--- src/rtl/wb_led_poller_pkg.sv ---
// Shared types and bus addresses for the autonomous button/LED poller.
package wb_led_poller_pkg;

  localparam logic [31:0] BUTTON_ADDRESS = 32'h3000_0000;
  localparam logic [31:0] LED_ADDRESS    = 32'h3000_0004;

  typedef enum logic [2:0] {
    IDLE,
    RD_REQ,
    RD_WAIT,
    WR_REQ,
    WR_WAIT
  } poll_state_e;

  typedef enum logic [1:0] {
    M_IDLE,
    M_REQ,
    M_WAIT
  } master_state_e;

  function automatic logic [1:0] rising(input logic [1:0] now, input logic [1:0] prev);
    return now & ~prev;
  endfunction

endpackage

--- src/rtl/wb_master_single.sv ---
// Single-transaction Wishbone initiator: request/stall handshake, ack wait and
// abort after TIMEOUT_CYCLES without ack. A new request may launch on the ack cycle.
module wb_master_single
  import wb_led_poller_pkg::*;
#(
  parameter int TIMEOUT_CYCLES = 16
) (
  input  logic        clk,
  input  logic        reset,
  input  logic        req,
  input  logic        req_we,
  input  logic [31:0] req_addr,
  input  logic [31:0] req_wdata,
  output logic        accept,
  output logic        done,
  output logic        timeout,
  output logic [31:0] rdata,
  output logic        wb_cyc,
  output logic        wb_stb,
  output logic        wb_we,
  output logic [31:0] wb_addr,
  output logic [31:0] wb_wdata,
  input  logic        wb_ack,
  input  logic        wb_stall,
  input  logic [31:0] wb_rdata
);

  localparam int TW = $clog2(TIMEOUT_CYCLES + 1);
  localparam logic [TW-1:0] TMO_LAST = TW'(TIMEOUT_CYCLES - 1);

  master_state_e state, state_next;
  logic [TW-1:0] tmo_cnt;
  logic          tmo_hit;
  logic          launch;

  assign rdata = wb_rdata;

  always_comb begin
    state_next = state;
    accept     = 1'b0;
    done       = 1'b0;
    timeout    = 1'b0;
    tmo_hit    = (tmo_cnt == TMO_LAST);
    case (state)
      // ack is meaningless before acceptance, so only stall/timeout matter here
      M_REQ: begin
        if (tmo_hit) begin
          timeout    = 1'b1;
          state_next = M_IDLE;
        end else if (!wb_stall) begin
          accept     = 1'b1;
          state_next = M_WAIT;
        end
      end
      M_WAIT: begin
        if (wb_ack) begin
          done       = 1'b1;
          state_next = M_IDLE;
        end else if (tmo_hit) begin
          timeout    = 1'b1;
          state_next = M_IDLE;
        end
      end
      default: ;
    endcase
    launch = req && (state == M_IDLE || done);
    if (launch) state_next = M_REQ;
  end

  always_ff @(posedge clk) begin
    if (reset) begin
      state    <= M_IDLE;
      tmo_cnt  <= '0;
      wb_cyc   <= 1'b0;
      wb_stb   <= 1'b0;
      wb_we    <= 1'b0;
      wb_addr  <= '0;
      wb_wdata <= '0;
    end else begin
      state  <= state_next;
      wb_cyc <= (state_next != M_IDLE);
      wb_stb <= (state_next == M_REQ);
      if (launch) begin
        tmo_cnt  <= '0;
        wb_we    <= req_we;
        wb_addr  <= req_addr;
        wb_wdata <= req_wdata;
      end else if (state_next != M_IDLE) begin
        tmo_cnt <= tmo_cnt + TW'(1);
      end else begin
        tmo_cnt <= '0;
      end
    end
  end

endmodule

--- src/rtl/wb_led_poller.sv ---
// Autonomous poller: reads buttons every POLL_CYCLES, toggles LEDs on new presses.
//   state   | meaning
//   IDLE    | poll counter running (held at 0 while enable=0)
//   RD_REQ  | button read strobed, waiting for acceptance
//   RD_WAIT | button read accepted, waiting for ack
//   WR_REQ  | LED write strobed, waiting for acceptance
//   WR_WAIT | LED write accepted, waiting for ack
module wb_led_poller
  import wb_led_poller_pkg::*;
#(
  parameter int          POLL_CYCLES    = 1000,
  parameter int          TIMEOUT_CYCLES = 16,
  parameter logic [31:0] BUTTON_ADDR    = BUTTON_ADDRESS,
  parameter logic [31:0] LED_ADDR       = LED_ADDRESS
) (
  input  logic        clk,
  input  logic        reset,
  input  logic        enable,
  input  logic        err_clr,
  output logic        o_wb_cyc,
  output logic        o_wb_stb,
  output logic        o_wb_we,
  output logic [31:0] o_wb_addr,
  output logic [31:0] o_wb_data,
  input  logic        i_wb_ack,
  input  logic        i_wb_stall,
  input  logic [31:0] i_wb_data,
  output logic [1:0]  led_state,
  output logic [1:0]  pressed,
  output logic        busy,
  output logic        err
);

  localparam int PW = $clog2(POLL_CYCLES);
  localparam logic [PW-1:0] POLL_LAST = PW'(POLL_CYCLES - 1);

  poll_state_e state, state_next;
  logic [PW-1:0] poll_cnt;
  logic [1:0]    rise;
  logic [1:0]    next_led;
  logic          req, req_we;
  logic [31:0]   req_addr, req_wdata;
  logic          accept, done, timeout;
  logic [31:0]   rdata;
  logic          unused_rdata;

  assign unused_rdata = ^rdata[31:2];

  wb_master_single #(
    .TIMEOUT_CYCLES(TIMEOUT_CYCLES)
  ) u_master (
    .clk      (clk),
    .reset    (reset),
    .req      (req),
    .req_we   (req_we),
    .req_addr (req_addr),
    .req_wdata(req_wdata),
    .accept   (accept),
    .done     (done),
    .timeout  (timeout),
    .rdata    (rdata),
    .wb_cyc   (o_wb_cyc),
    .wb_stb   (o_wb_stb),
    .wb_we    (o_wb_we),
    .wb_addr  (o_wb_addr),
    .wb_wdata (o_wb_data),
    .wb_ack   (i_wb_ack),
    .wb_stall (i_wb_stall),
    .wb_rdata (i_wb_data)
  );

  always_comb begin
    state_next = state;
    req        = 1'b0;
    req_we     = 1'b0;
    req_addr   = BUTTON_ADDR;
    req_wdata  = '0;
    rise       = rising(rdata[1:0], pressed);
    case (state)
      IDLE:    if (enable && poll_cnt == POLL_LAST) begin
                 req        = 1'b1;
                 state_next = RD_REQ;
               end
      RD_REQ:  if (timeout) state_next = IDLE;
               else if (accept) state_next = RD_WAIT;
      RD_WAIT: if (done) begin
                 if (rise != 2'b00) begin
                   req        = 1'b1;
                   req_we     = 1'b1;
                   req_addr   = LED_ADDR;
                   req_wdata  = {30'b0, led_state ^ rise};
                   state_next = WR_REQ;
                 end else begin
                   state_next = IDLE;
                 end
               end else if (timeout) begin
                 state_next = IDLE;
               end
      WR_REQ:  if (timeout) state_next = IDLE;
               else if (accept) state_next = WR_WAIT;
      WR_WAIT: if (done || timeout) state_next = IDLE;
      default: state_next = IDLE;
    endcase
  end

  always_ff @(posedge clk) begin
    if (reset) begin
      state     <= IDLE;
      poll_cnt  <= '0;
      next_led  <= '0;
      led_state <= '0;
      pressed   <= '0;
      busy      <= 1'b0;
      err       <= 1'b0;
    end else begin
      state <= state_next;
      busy  <= (state_next != IDLE);
      // held at 0 while busy so the period stretches by the transaction length
      if (state != IDLE || !enable || poll_cnt == POLL_LAST) poll_cnt <= '0;
      else poll_cnt <= poll_cnt + PW'(1);
      if (state == RD_WAIT && done) begin
        pressed  <= rdata[1:0];
        next_led <= req_wdata[1:0];
      end
      if (state == WR_WAIT && done) led_state <= next_led;
      if (timeout) err <= 1'b1;
      else if (err_clr) err <= 1'b0;
    end
  end

endmodule

--- config.mk ---
export PLATFORM = sky130hd
export DESIGN_NAME = wb_led_poller
export DESIGN_NICKNAME = d
export VERILOG_FILES = /design/src/rtl/wb_led_poller_pkg.sv /design/src/rtl/wb_master_single.sv /design/src/rtl/wb_led_poller.sv
export SDC_FILE = /design/constraint.sdc
export NUM_CORES = 1
export LEC_CHECK = 0
export ABC_CLOCK_PERIOD_IN_PS = 2300
export BUFFER_PORTS_ARGS = -buffer_cell sky130_fd_sc_hd__buf_2
export CORE_ASPECT_RATIO = 0.9
export CORE_UTILIZATION = 36
export DETAILED_ROUTE_END_ITERATION = 7
export PLACE_DENSITY = 0.72
export SLEW_MARGIN = 20
export SYNTH_ARGS = -nofsm -noshare
export SYNTH_HDL_FRONTEND = slang
export SYNTH_SLANG_ARGS = --single-unit
--- constraint.sdc ---
create_clock -name clk -period 2.3 [get_ports clk]
set_input_delay 0.23 -clock clk [delete_from_list [all_inputs] [get_ports clk]]
set_output_delay 0.23 -clock clk [all_outputs]
set_load 0.005 [all_outputs]
== Word-level counts from Yosys, hierarchy flattened ==
Cells that the tools add are included.
Storage, ports and cells
  output and inout port bits: 73
  flip-flop bits (word level): 95
Operators by class
  add/sub/neg operators: 2
  equality and inequality tests: 9
  muxes and demuxes: 37
  reduce and logical (&&, ||, !) cells: 18
  bitwise operators: 4
Operators by type and width (count)
  3-bit two-way mux: 11
  2-bit two-way mux: 9
  3-bit one-hot mux with 5 select lines: 1
  1-bit two-way mux: 13
  10-bit by 1-bit adder with 10-bit output, second input constant: 1
  10-bit equality test, second input constant: 1
  3-bit by 2-bit equality test with 1-bit output, second input constant: 2
  2-bit nonzero test: 3
  3-bit nonzero test: 2
  5-bit by 1-bit adder with 5-bit output, second input constant: 1
  5-bit by 4-bit equality test with 1-bit output, second input constant: 1
  2-bit by 1-bit equality test with 1-bit output, second input constant: 2
  1-bit logical AND: 4
  1-bit logical OR: 4
  1-bit one-hot mux with 2 select lines: 2
  2-bit one-hot mux with 2 select lines: 1
  3-bit by 1-bit equality test with 1-bit output, second input constant: 1
  3-bit equality test, second input constant: 1
  3-bit logical NOT: 1
  3-bit OR reduction: 1
  2-bit bitwise AND: 1
  2-bit equality test, second input constant: 1
  2-bit logical NOT: 1
  2-bit inverter: 1
  other kinds (4): 4

== Longest topological paths before layout ==
  depth after elaboration: 11
  depth in mapped cells: 8
  depth with buffers taken out: 8

== Modules after synthesis ==
A second synthesis with hierarchy kept.
Second synthesis, totals
  cell total of the unflattened synthesis: 470
  area, all modules: 3847.4 µm²
Modules (own cells, without submodules)
  wb_master_single: cells each 362, instances 1, sequential area each 1481.4 µm², area each 2892.8 µm²
  wb_led_poller: cells each 108, instances 1, sequential area each 420.4 µm², area each 954.7 µm²

== Least setup slack after synthesis ==
OpenSTA, ideal clock, no wires.
  kind: reg2reg
  start point: register u_master.tmo_cnt[0]
  end point: register busy
  clock period less this slack: 1716 ps
  data arrival time: 1582 ps
  buffers on the path: 0
  path slack: 584 ps
  cell stages (with the launch flop): 8
  path through: dfxtp_1 ha_1 and3_1 ha_1 nor3b_1 xor2_1 a31oi_1 a31oi_1
Between the ends
  longest elaborated chain between the ends: 8
Ends and longest elaborated chain
  from (decl): line wb_master_single.sv:32  | logic [TW-1:0] tmo_cnt;
  from (signal assigned): line wb_master_single.sv:89  | tmo_cnt <= tmo_cnt + TW'(1);
  5-bit by 4-bit equality test with 1-bit output *: line wb_master_single.sv:43  | tmo_hit = (tmo_cnt == TMO_LAST);
  1-bit two-way mux: line wb_master_single.sv:47, wb_master_single.sv:59
  1-bit two-way mux: line wb_master_single.sv:56  | if (wb_ack) begin
  1-bit one-hot mux with 2 select lines: line wb_master_single.sv:44  | case (state)
  3-bit two-way mux or 1-bit logical OR (tied branches): line wb_led_poller.sv:96, wb_led_poller.sv:101
  3-bit two-way mux (on tied branches): line wb_led_poller.sv:86, wb_led_poller.sv:101
  3-bit one-hot mux with 5 select lines *: line wb_led_poller.sv:79  | case (state)
  3-bit nonzero test *: line wb_led_poller.sv:117  | busy <= (state_next != IDLE);
  to (signal assigned): line wb_led_poller.sv:117
  to (decl): line wb_led_poller.sv:30  | output logic busy,
Every way passes the cells marked *; elsewhere a longest branch is shown, timed or not.
A chain may end at the register's enable or synchronous reset.

== Final worst setup path ==
Ends and elaborated chain as after synthesis.

==> summary.md <==
| Metric | Value |
|---|---|
| CTS H-tree lvls | 2 |
| Share of cells above drive strength 1 | 14.8% |
| # port buffers | 21 |
| Largest net degree at the start of global routing | 21 |
| Clock sink total | 34 |
| Number of post-CTS setup repair buffers | 0 |
| Max Cap Violations | 0 |
| Final std cells w/o fill | 323 |
| Top cells by area, synth | dfxtp_1 (35%), buf_4 (23%), nor2_1 (6.1%) |
| Clock Root Buffer | clkbuf_8 |
| Area growth from synthesis to layout | 2.98% |
| Vias in the first global route | 1007 |
| Most common cell in the synthesized netlist | buf_4 |
| CTS tree | yes |
| Final slew viol count | 0 |
| Placement Rows | 25 |
| # DRC | 0 |
| Post_cts resized | 0 |
| Vias per inst | 4.11 |
| Top cell types by occurrence after synthesis | buf_4 (61), dfxtp_1 (34), nor2_1 (32), nand2_1 (13), nand3_1 (11) |
| Yosys top cell by area | dfxtp_1 |
| GRT overflow | 0 |
| Fin Setup TNS | 0 ns |
| CP Class | register to register |
| Final worst-path cycle share | 81.8% |
| Vias after detailed routing | 1328 |
| CORE AREA | 0.00526 mm² |
| RePlAce Congestion | 0.792 |
| VDD IR max | 278 µV |
| R2R cell count | 7 |
| Total GRT Usage | 10.6% |
| Dpl hpwl | 2.23 mm |
| F_max | 0.532 GHz |
| Pleak | 0.939 nW |
| Fin Clk Skew | 0.00595 ns |
| Initial Utilization | 37.5% |
| Cell variety after synth | 37 |
| Worst hold path class | input pin to register |
| Antenna violations before repair | 0 |
| IO Pins | 111 |
| Startpoint Class | register |
| Die Width | 80.0 µm |
| Final setup vio count | 0 |
| YS warnings | 0 |
| Fin nets | 299 |
| Top_reg_cell synth | dfxtp_1 |
| N_diodes | 0 |
| Status | completed |
| Die Ht | 72.2 µm |
| Crit path time final | 1.88 ns |
| CP Max Fanout | 5 |
| Die area | 0.00578 mm² |
| CTS Hold Buffers Added | 0 |
| Hold path cells | 3 |
| Post-synthesis sequential area ratio | 34.5% |
| Initial drt markers | 35 |
| Synth Instances | 231 |
| Reg clk slew, reported paths | 0.07 ns |
| Post-DR wirelength/cell | 8.98 µm |
| EDFF count, synth | 0 |
| Worst endpoint required time | 2.46 ns |
| Post-synth top area share | 34.5% |
| First-pass GRT wire length | 4.57 mm |
| RSZ-0062 raised after global routing | false |
| Clock Tree Buf Depth | 2 |
| Clk_lat worst skew | 0.29 ns |
| Final ANT Viol Nets | 0 |
| Critical Path AT | 2.04 ns |
| Drt first pass iters | 4 |
| CP Capture Type | register |
| Async SR Flop Fraction | 0% |
| #FFs+latches synth | 34 |
| Placed cell count | 315 |
| CTS Buf Count | 5 |
| DRT Wirelength | 2.90 mm |
| Pwr per Cell Area | 567 mW/mm² |
| Hold Vio Cnt, Final | 0 |
| Avg Cell Area, Syn | 8.54 µm² |
| Cell area after synthesis | 0.00197 mm² |
==> per-stage QoR <==
stage          cell area, µm²  hold slack, ns  util, %  total power [W]  worst slack, ns
5_1_grt                  2030           0.208     38.6          0.00121            0.235
4_1_cts                  2030           0.193     38.6          0.00117            0.406
3_5_place_dp             1920           0.441     36.5         0.000654            0.428
3_3_place_gp             1920           0.430     36.5         0.000655            0.454
6_report                 2030           0.198     38.6          0.00115            0.419
2_1_floorplan            2190           0.374        -         0.000715            0.584
==> per-layer routing <==
layer / routed length [µm] / vias to the layer above / global-route usage (%)
li1: - / 686 / -
met1: 1350 / 596 / 13.2
met2: 1270 / 41 / 15.0
met3: 240 / 5 / 5.53
met4: 38 / 0 / 4.76
met5: 0 / - / 0
==> placed cells by master (no fill, tap or decap), types with 8 or more instances in the layout <==
cell	netlist	final
a21oi_1	9	9
buf_2	0	21
clkbuf_8	0	8
conb_1	1	59
dfxtp_1	34	34
inv_1	9	9
nand2_1	13	13
nand3_1	11	11
nor2_1	32	32
==> area by class of cell <==
type,count,area (µm²)
fill,564,3220
multi-input combinational,183,1010
sequential,34,681
timing repair buffer,22,113
clock buffer,8,110
tap,67,83.8
inverter,9,33.8
==> power breakdown <==
group	total, W	internal [W]	switching (W)
Clock	0.000509	0.000302	0.000207
Combinational	0.0000509	0.0000110	0.0000400
Sequential	0.000592	0.000590	0.00000149
==> cells by family (layout without fill, tap and decap cells) <==
kind of cell | after synthesis | in the layout | share of synthesized area, %
other | 1 | 59 | 0.190
adders and majority gates | 6 | 6 | 3.81
DFF | 34 | 34 | 34.5
muxes | 4 | 4 | 2.03
AOI/OAI and AO/OA | 24 | 24 | 8.69
buffers and inverters | 72 | 39 | 25.3
and+or+nand+nor | 78 | 78 | 20.1
xor gates and xnor gates | 12 | 12 | 5.33
==> path summary, 6_finish.rpt <==
kind / startpoint / endpoint / slack [ns]
max: u_master.tmo_cnt[0] / busy / 0.42
min: i_wb_data[1] / pressed[1] / 0.20
min reg2reg: u_master.tmo_cnt[0] / u_master.tmo_cnt[0] / 0.45
max reg2reg: u_master.tmo_cnt[0] / busy / 0.42
==> sequential cells by signal (all words and copies together) (netlist names) <==
register           cells
busy                   1
err                    1
led_state              2
next_led               2
poll_cnt              10
pressed                2
state                  3
u_master.state         2
u_master.tmo_cnt       5
u_master.wb_addr       2
u_master.wb_cyc        1
u_master.wb_stb        1
u_master.wb_wdata      2
==> critical path, stage by stage, from the launching register on <==
cell and delay (ns):
dfxtp_1 0.32, ha_1 0.21, and3_1 0.19, ha_1 0.24, nor3b_1 0.34, xor2_1 0.11, a31oi_1 0.23, a31oi_1 0.11
Power figures use the tool's default switching activity.
